==> src/rtl/uart_pkg.sv <==
// Shared types and helpers for the configurable UART receiver: FSM states, parity modes, counter widths.
package uart_pkg;

    typedef enum logic [2:0] {
        S_IDLE,
        S_START,
        S_DATA,
        S_PARITY,
        S_STOP
    } state_t;

    localparam int PAR_NONE = 0;
    localparam int PAR_EVEN = 1;
    localparam int PAR_ODD  = 2;

    // Width of a counter holding values 0..n-1, never narrower than one bit.
    function automatic int cnt_w(input int n);
        return (n <= 2) ? 1 : $clog2(n);
    endfunction

endpackage

==> src/rtl/uart_maj3.sv <==
// Three-sample majority voter: two registered RX samples plus the live sample.
// The vote is meaningful on the edge where the caller asserts i_vote_en (s = MID+1).
module uart_maj3 (
    input  logic i_clk,
    input  logic i_rst,
    input  logic i_rx,
    input  logic i_vote_en,
    output logic o_vote_vld,
    output logic o_vote
);

    logic [1:0] r_hist;

    always_ff @(posedge i_clk or posedge i_rst) begin
        if (i_rst) begin
            r_hist <= 2'b11;
        end else begin
            r_hist <= {r_hist[0], i_rx};
        end
    end

    assign o_vote     = (r_hist[1] & r_hist[0]) | (r_hist[1] & i_rx) | (r_hist[0] & i_rx);
    assign o_vote_vld = i_vote_en;

endmodule

==> src/rtl/uart_rx_cfg.sv <==
// Configurable oversampling UART receiver with majority vote, parity and framing checks.
// Optional break detection is compiled in with UART_RX_BREAK_EN.
module uart_rx_cfg
    import uart_pkg::*;
#(
    parameter int DATA_BITS  = 8,
    parameter int OVERSAMPLE = 8,
    parameter int PARITY     = 0,
    parameter int STOP_BITS  = 1
) (
    input  logic                 CLK,
    input  logic                 RST,
    input  logic                 RX,
    output logic [DATA_BITS-1:0] DATA,
    output logic                 STROBE,
    output logic                 PAR_ERR,
    output logic                 FRM_ERR
`ifdef UART_RX_BREAK_EN
    ,
    output logic                 BREAK
`endif
);

    localparam int SW  = cnt_w(OVERSAMPLE);
    localparam int BW  = cnt_w(DATA_BITS + 1);
    localparam int MID = OVERSAMPLE / 2;

    state_t                r_state;
    state_t                w_state_nxt;
    logic [SW-1:0]         r_s;
    logic [BW-1:0]         r_bit_cnt;
    logic [DATA_BITS-1:0]  r_shift;
    logic                  r_par_bit;
    logic                  r_stop_bad;
    logic [DATA_BITS-1:0]  r_data;
    logic                  r_strobe;
    logic                  r_par_err;
    logic                  r_frm_err;

    logic                  w_mid1;
    logic                  w_last_s;
    logic                  w_vote_en;
    logic                  w_vote_vld;
    logic                  w_vote;
    logic                  w_bits_done;
    logic                  w_frame_done;
    logic                  w_frm_fin;
    logic                  w_par_fin;
    logic                  w_brk_hold;

    assign w_mid1    = (r_s == SW'(MID + 1));
    assign w_last_s  = (r_s == SW'(OVERSAMPLE - 1));
    assign w_vote_en = (r_state != S_IDLE) && w_mid1;

    uart_maj3 u_maj3 (
        .i_clk      (CLK),
        .i_rst      (RST),
        .i_rx       (RX),
        .i_vote_en  (w_vote_en),
        .o_vote_vld (w_vote_vld),
        .o_vote     (w_vote)
    );

    // With OVERSAMPLE=4 the vote and the bit's last sample share an edge, so count the bit in flight.
    assign w_bits_done = (r_bit_cnt == BW'(DATA_BITS)) ||
                         (w_vote_vld && (r_bit_cnt == BW'(DATA_BITS - 1)));

    always_comb begin
        w_state_nxt  = r_state;
        w_frame_done = 1'b0;
        unique case (r_state)
            S_IDLE: begin
                if (!RX && !w_brk_hold) begin
                    w_state_nxt = S_START;
                end
            end
            S_START: begin
                if (w_vote_vld && w_vote) begin
                    w_state_nxt = S_IDLE;
                end else if (w_last_s) begin
                    w_state_nxt = S_DATA;
                end
            end
            S_DATA: begin
                if (w_last_s && w_bits_done) begin
                    w_state_nxt = (PARITY != PAR_NONE) ? S_PARITY : S_STOP;
                end
            end
            S_PARITY: begin
                if (w_last_s) begin
                    w_state_nxt = S_STOP;
                end
            end
            S_STOP: begin
                if (w_vote_vld && (r_bit_cnt == BW'(STOP_BITS - 1))) begin
                    w_state_nxt  = S_IDLE;
                    w_frame_done = 1'b1;
                end
            end
            default: begin
                w_state_nxt = S_IDLE;
            end
        endcase
    end

    always_ff @(posedge CLK or posedge RST) begin
        if (RST) begin
            r_state <= S_IDLE;
        end else begin
            r_state <= w_state_nxt;
        end
    end

    // The start-detect cycle is sample 0, so the first START cycle is sample 1.
    always_ff @(posedge CLK or posedge RST) begin
        if (RST) begin
            r_s <= '0;
        end else if (r_state == S_IDLE) begin
            r_s <= (w_state_nxt == S_START) ? SW'(1) : '0;
        end else if (w_state_nxt == S_IDLE || w_last_s) begin
            r_s <= '0;
        end else begin
            r_s <= r_s + 1'b1;
        end
    end

    always_ff @(posedge CLK or posedge RST) begin
        if (RST) begin
            r_bit_cnt <= '0;
        end else if (r_state != w_state_nxt) begin
            r_bit_cnt <= '0;
        end else if (w_vote_vld && (r_state == S_DATA || r_state == S_STOP)) begin
            r_bit_cnt <= r_bit_cnt + 1'b1;
        end
    end

    always_ff @(posedge CLK or posedge RST) begin
        if (RST) begin
            r_shift    <= '0;
            r_par_bit  <= 1'b0;
            r_stop_bad <= 1'b0;
        end else begin
            if (r_state == S_START) begin
                r_stop_bad <= 1'b0;
            end
            if (w_vote_vld) begin
                if (r_state == S_DATA) begin
                    r_shift <= {w_vote, r_shift[DATA_BITS-1:1]};
                end
                if (r_state == S_PARITY) begin
                    r_par_bit <= w_vote;
                end
                if (r_state == S_STOP && !w_vote) begin
                    r_stop_bad <= 1'b1;
                end
            end
        end
    end

    assign w_frm_fin = r_stop_bad | ~w_vote;

    always_comb begin
        w_par_fin = 1'b0;
        if (PARITY == PAR_EVEN) begin
            w_par_fin = (^r_shift) ^ r_par_bit;
        end else if (PARITY == PAR_ODD) begin
            w_par_fin = ~((^r_shift) ^ r_par_bit);
        end
    end

    always_ff @(posedge CLK or posedge RST) begin
        if (RST) begin
            r_data    <= '0;
            r_strobe  <= 1'b0;
            r_par_err <= 1'b0;
            r_frm_err <= 1'b0;
        end else begin
            r_strobe <= w_frame_done;
            if (w_frame_done) begin
                r_data    <= r_shift;
                r_par_err <= w_par_fin;
                r_frm_err <= w_frm_fin;
            end
        end
    end

    assign DATA    = r_data;
    assign STROBE  = r_strobe;
    assign PAR_ERR = r_par_err;
    assign FRM_ERR = r_frm_err;

`ifdef UART_RX_BREAK_EN
    logic          r_break;
    logic [SW-1:0] r_brk_cnt;

    // Break holds the receiver in IDLE until one full bit time of consecutive idle samples.
    always_ff @(posedge CLK or posedge RST) begin
        if (RST) begin
            r_break   <= 1'b0;
            r_brk_cnt <= '0;
        end else if (w_frame_done && w_frm_fin && (r_shift == '0)) begin
            r_break   <= 1'b1;
            r_brk_cnt <= '0;
        end else if (r_break) begin
            if (!RX) begin
                r_brk_cnt <= '0;
            end else if (r_brk_cnt == SW'(OVERSAMPLE - 1)) begin
                r_break   <= 1'b0;
                r_brk_cnt <= '0;
            end else begin
                r_brk_cnt <= r_brk_cnt + 1'b1;
            end
        end
    end

    assign w_brk_hold = r_break;
    assign BREAK      = r_break;
`else
    assign w_brk_hold = 1'b0;
`endif

endmodule
==> config.mk <==
export PLATFORM = sky130hd
export DESIGN_NAME = uart_rx_cfg
export DESIGN_NICKNAME = d
export VERILOG_FILES = /design/src/rtl/uart_pkg.sv /design/src/rtl/uart_maj3.sv /design/src/rtl/uart_rx_cfg.sv
export SDC_FILE = /design/constraint.sdc
export NUM_CORES = 1
export LEC_CHECK = 0
export CAP_MARGIN = 0
export CORE_MARGIN = 4
export CORE_UTILIZATION = 35
export CTS_CLUSTER_SIZE = 20
export DETAILED_ROUTE_END_ITERATION = 10
export GPL_TIMING_DRIVEN = 0
export PLACE_DENSITY = 0.52
export SLEW_MARGIN = 20
export SYNTH_ARGS = -nofsm -noshare
export SYNTH_HDL_FRONTEND = slang
export SYNTH_SLANG_ARGS = --single-unit
==> constraint.sdc <==
create_clock -name CLK -period 2.45 [get_ports CLK]
set_input_delay 0.735 -clock CLK [delete_from_list [all_inputs] [get_ports CLK]]
set_output_delay 0.735 -clock CLK [all_outputs]
set_load 0.01 [all_outputs]
==> flow_summary.toml <==
[placement]
placed_cells = 179
hpwl_um = 1790
io_buffers = 12
place.gp.congestion = 0.791

[sta]
slew_violations = 0
tightest_slew_ps = 645
rsz0062_at_grt = "false"
fmax_ghz = 0.460
period_minus_slack_ps = 2170
final.period_utilization_pct = 88.7
fin_tns_setup_ps = 0
fin_skew_ps = 3.50
setup_viol = 0
max_slew_margin_pct = 56.9
hold_violations = 0

[cells_and_area]
fillers = 389
antenna_cells = 0
nets = 144
final-instance-count-excl-fill = 187
final_common_cell = "dfrtp_1"
area_growth_pct = 19.7
most-common-layout-cells = "29 x dfrtp_1, 12 x clkdlybuf4s50_1, 9 x mux2_2"
drive_gt1_share_pct = 28.5

[yosys]
synth-main-ff-cell = "dfrtp_1"
syn_nets = 125
synth-seq-area-share_pct = 51.1
synth-seq-cells = 31
syn_area_um2 = 1520
synth_cell_type_count = 41
synthCells = 117
synth-edff-count = 0
ys_warn_count = 0
postSynthAreaPerCell_um2 = 13.0
ys_async_sr_fraction_pct = 100

[pwr]
comb_power_share_pct = 22.6
p_per_area_nw_per_um2 = 788
p_int_w = 0.00102
ir_drop_uv = 587
p_seq_share_pct = 41.6
leakagePower_nw = 0.835
swShare_pct = 29.1
power.total_w = 0.00144
switchingPower_w = 0.000418
clock_power_share_pct = 35.8

[setup_path]
rr_endpoint = "r_bit_cnt[2]"
cp_slowest_cell = "clkdlybuf4s50_1"
cp_max_fo = 5
worstPathArrival_ps = 2370
critPathRequiredTime_ps = 2640
crit_path_start_kind = "primary input"
critical_path_class = "in -> reg"
r2r_start = "r_s[0]"
critPathMaxStageDelay_ps = 470
crit_buf_inv = 1
crit_path_end_kind = "flop"
rr_worst_depth = 6
rrSetupSlack_ps = 460
critPathTopFamily = "buffers and inverters"
path_cells = "clkdlybuf4s50_1 -> maj3_2 -> nor3b_1 -> o32a_1 -> nor3_1"

[clock_tree]
cts.sinks = 31
post_cts_resize_count = 0
cts_setup_buffers = 0
cts_buffers = 5
clk_pin_slew_worst_paths_ps = 70
root_buffer = "clkbuf_8"
cts_max_level = 2
cts_tree = "yes"
clk_path_buf_depth = 2
clk_latency_ps = 270
cts_hold_buf = 0

[floorplanning]
die_h_um = 74.0
dieArea_um2 = 5470
die_w_um = 74.0
num_io_pins = 14
core_um2 = 4120
start_util_pct = 37.0
rows = 23

[worst_hold_path]
hold_end = "u_maj3.r_hist[1]"
min_path_type = "reg -> reg"
min_from = "u_maj3.r_hist[0]"
whs_path_depth = 0

[route]
drt-wirelength-per-cell_um = 14.1
drc_errors = 0
via_count = 925
ant_nets = 0
wirelength_um = 2630
avgViaCountPerCell = 4.95
drt_iter0_drc = 50
drt_first_pass_iters = 4

[grt]
grt.total_usage_pct = 11.1
grt_remaining_overflow = 0
antenna_found_initial = 0
grt_max_degree = 32
grt_pass1_wl_um = 4620
grt_pass1_vias = 998

[job]
drv_cap = 0

[status]
status = "complete, no violations"
-- routing by layer --
metal	global-route usage (%)	share of wire (%)	vias up	routed length, µm
met1	12.9	47	444	1250
met4	3.62	0.38	0	10
met5	0	0	-	0
met3	4.46	3.9	2	102
met2	18.8	48	16	1280
li1	-	-	463	-
-- synthesized netlist by cell type (all sizes together), types with 3 or more instances --
library cell,n,area (µm²)
ha,5,62.6
nor3b,3,22.5
o21ai,3,15.0
nor2,3,27.5
nor3,8,40.0
inv,4,15.0
dfrtp,29,726
mux2,17,221
buf,4,31.3
nand2b,4,25.0
nand2,4,17.5
xnor2,4,35.0
-- cell families (layout without fill, tap and decap cells) --
group / after synthesis / count (layout) / share of synthesized area (%)
compound gates: 14 / 14 / 8.05
xor+xnor: 4 / 4 / 2.30
fa+ha+maj: 6 / 6 / 4.85
buf+inv: 10 / 30 / 3.53
flops: 31 / 31 / 51.1
mux: 18 / 18 / 15.2
other cells: 1 / 1 / 0.246
simple gates: 33 / 33 / 14.7
-- sequential cells by signal, summed over array words and instances (netlist names) --
name           count
r_stop_bad         1
r_shift            8
u_maj3.r_hist      2
FRM_ERR            1
DATA               8
r_s                3
r_bit_cnt          4
r_state            3
STROBE             1
-- how the worst max path moves through the flow --
stage / start / end / depth (start not counted)
2_1_floorplan: RX / r_bit_cnt[0] / 4
3_3_place_gp: RX / r_bit_cnt[3] / 5
3_5_place_dp: RX / r_bit_cnt[2] / 5
4_1_cts: RX / r_bit_cnt[1] / 5
5_1_grt: RX / r_bit_cnt[3] / 5
6_report: RX / r_bit_cnt[2] / 5
-- stage by stage --
step	hold WS, ps	util, %	setup WS (ps)	area (µm²)
floorplan	357	-	621	1520
global placement	360	41.4	-5.14	1710
detailed placement	365	41.4	-26.1	1710
CTS	375	44.3	279	1820
global route	380	44.3	195	1820
finish	373	44.3	277	1820
-- power groups by stage --
stage,Combinational (W),Clock [W],Sequential (W)
detailed placement,0.000324,0,0.000607
global placement,0.000320,0,0.000605
floorplan,0.000262,0,0.000597
CTS,0.000326,0.000536,0.000597
global route,0.000362,0.000560,0.000605
finish,0.000325,0.000515,0.000597
-- area by class of cell --
class	count	area, µm²	share of cell area [%]
plain buffers	6	38.8	2.13
clock buffers	6	82.6	4.53
clock inverters	2	35.0	1.92
inverters	4	15.0	0.824
multi-input cells	76	691	37.9
flip-flops and latches	31	778	42.7
well taps	50	62.6	3.43
repair buffers	12	120	6.59
(Power assumes the default switching activity.)
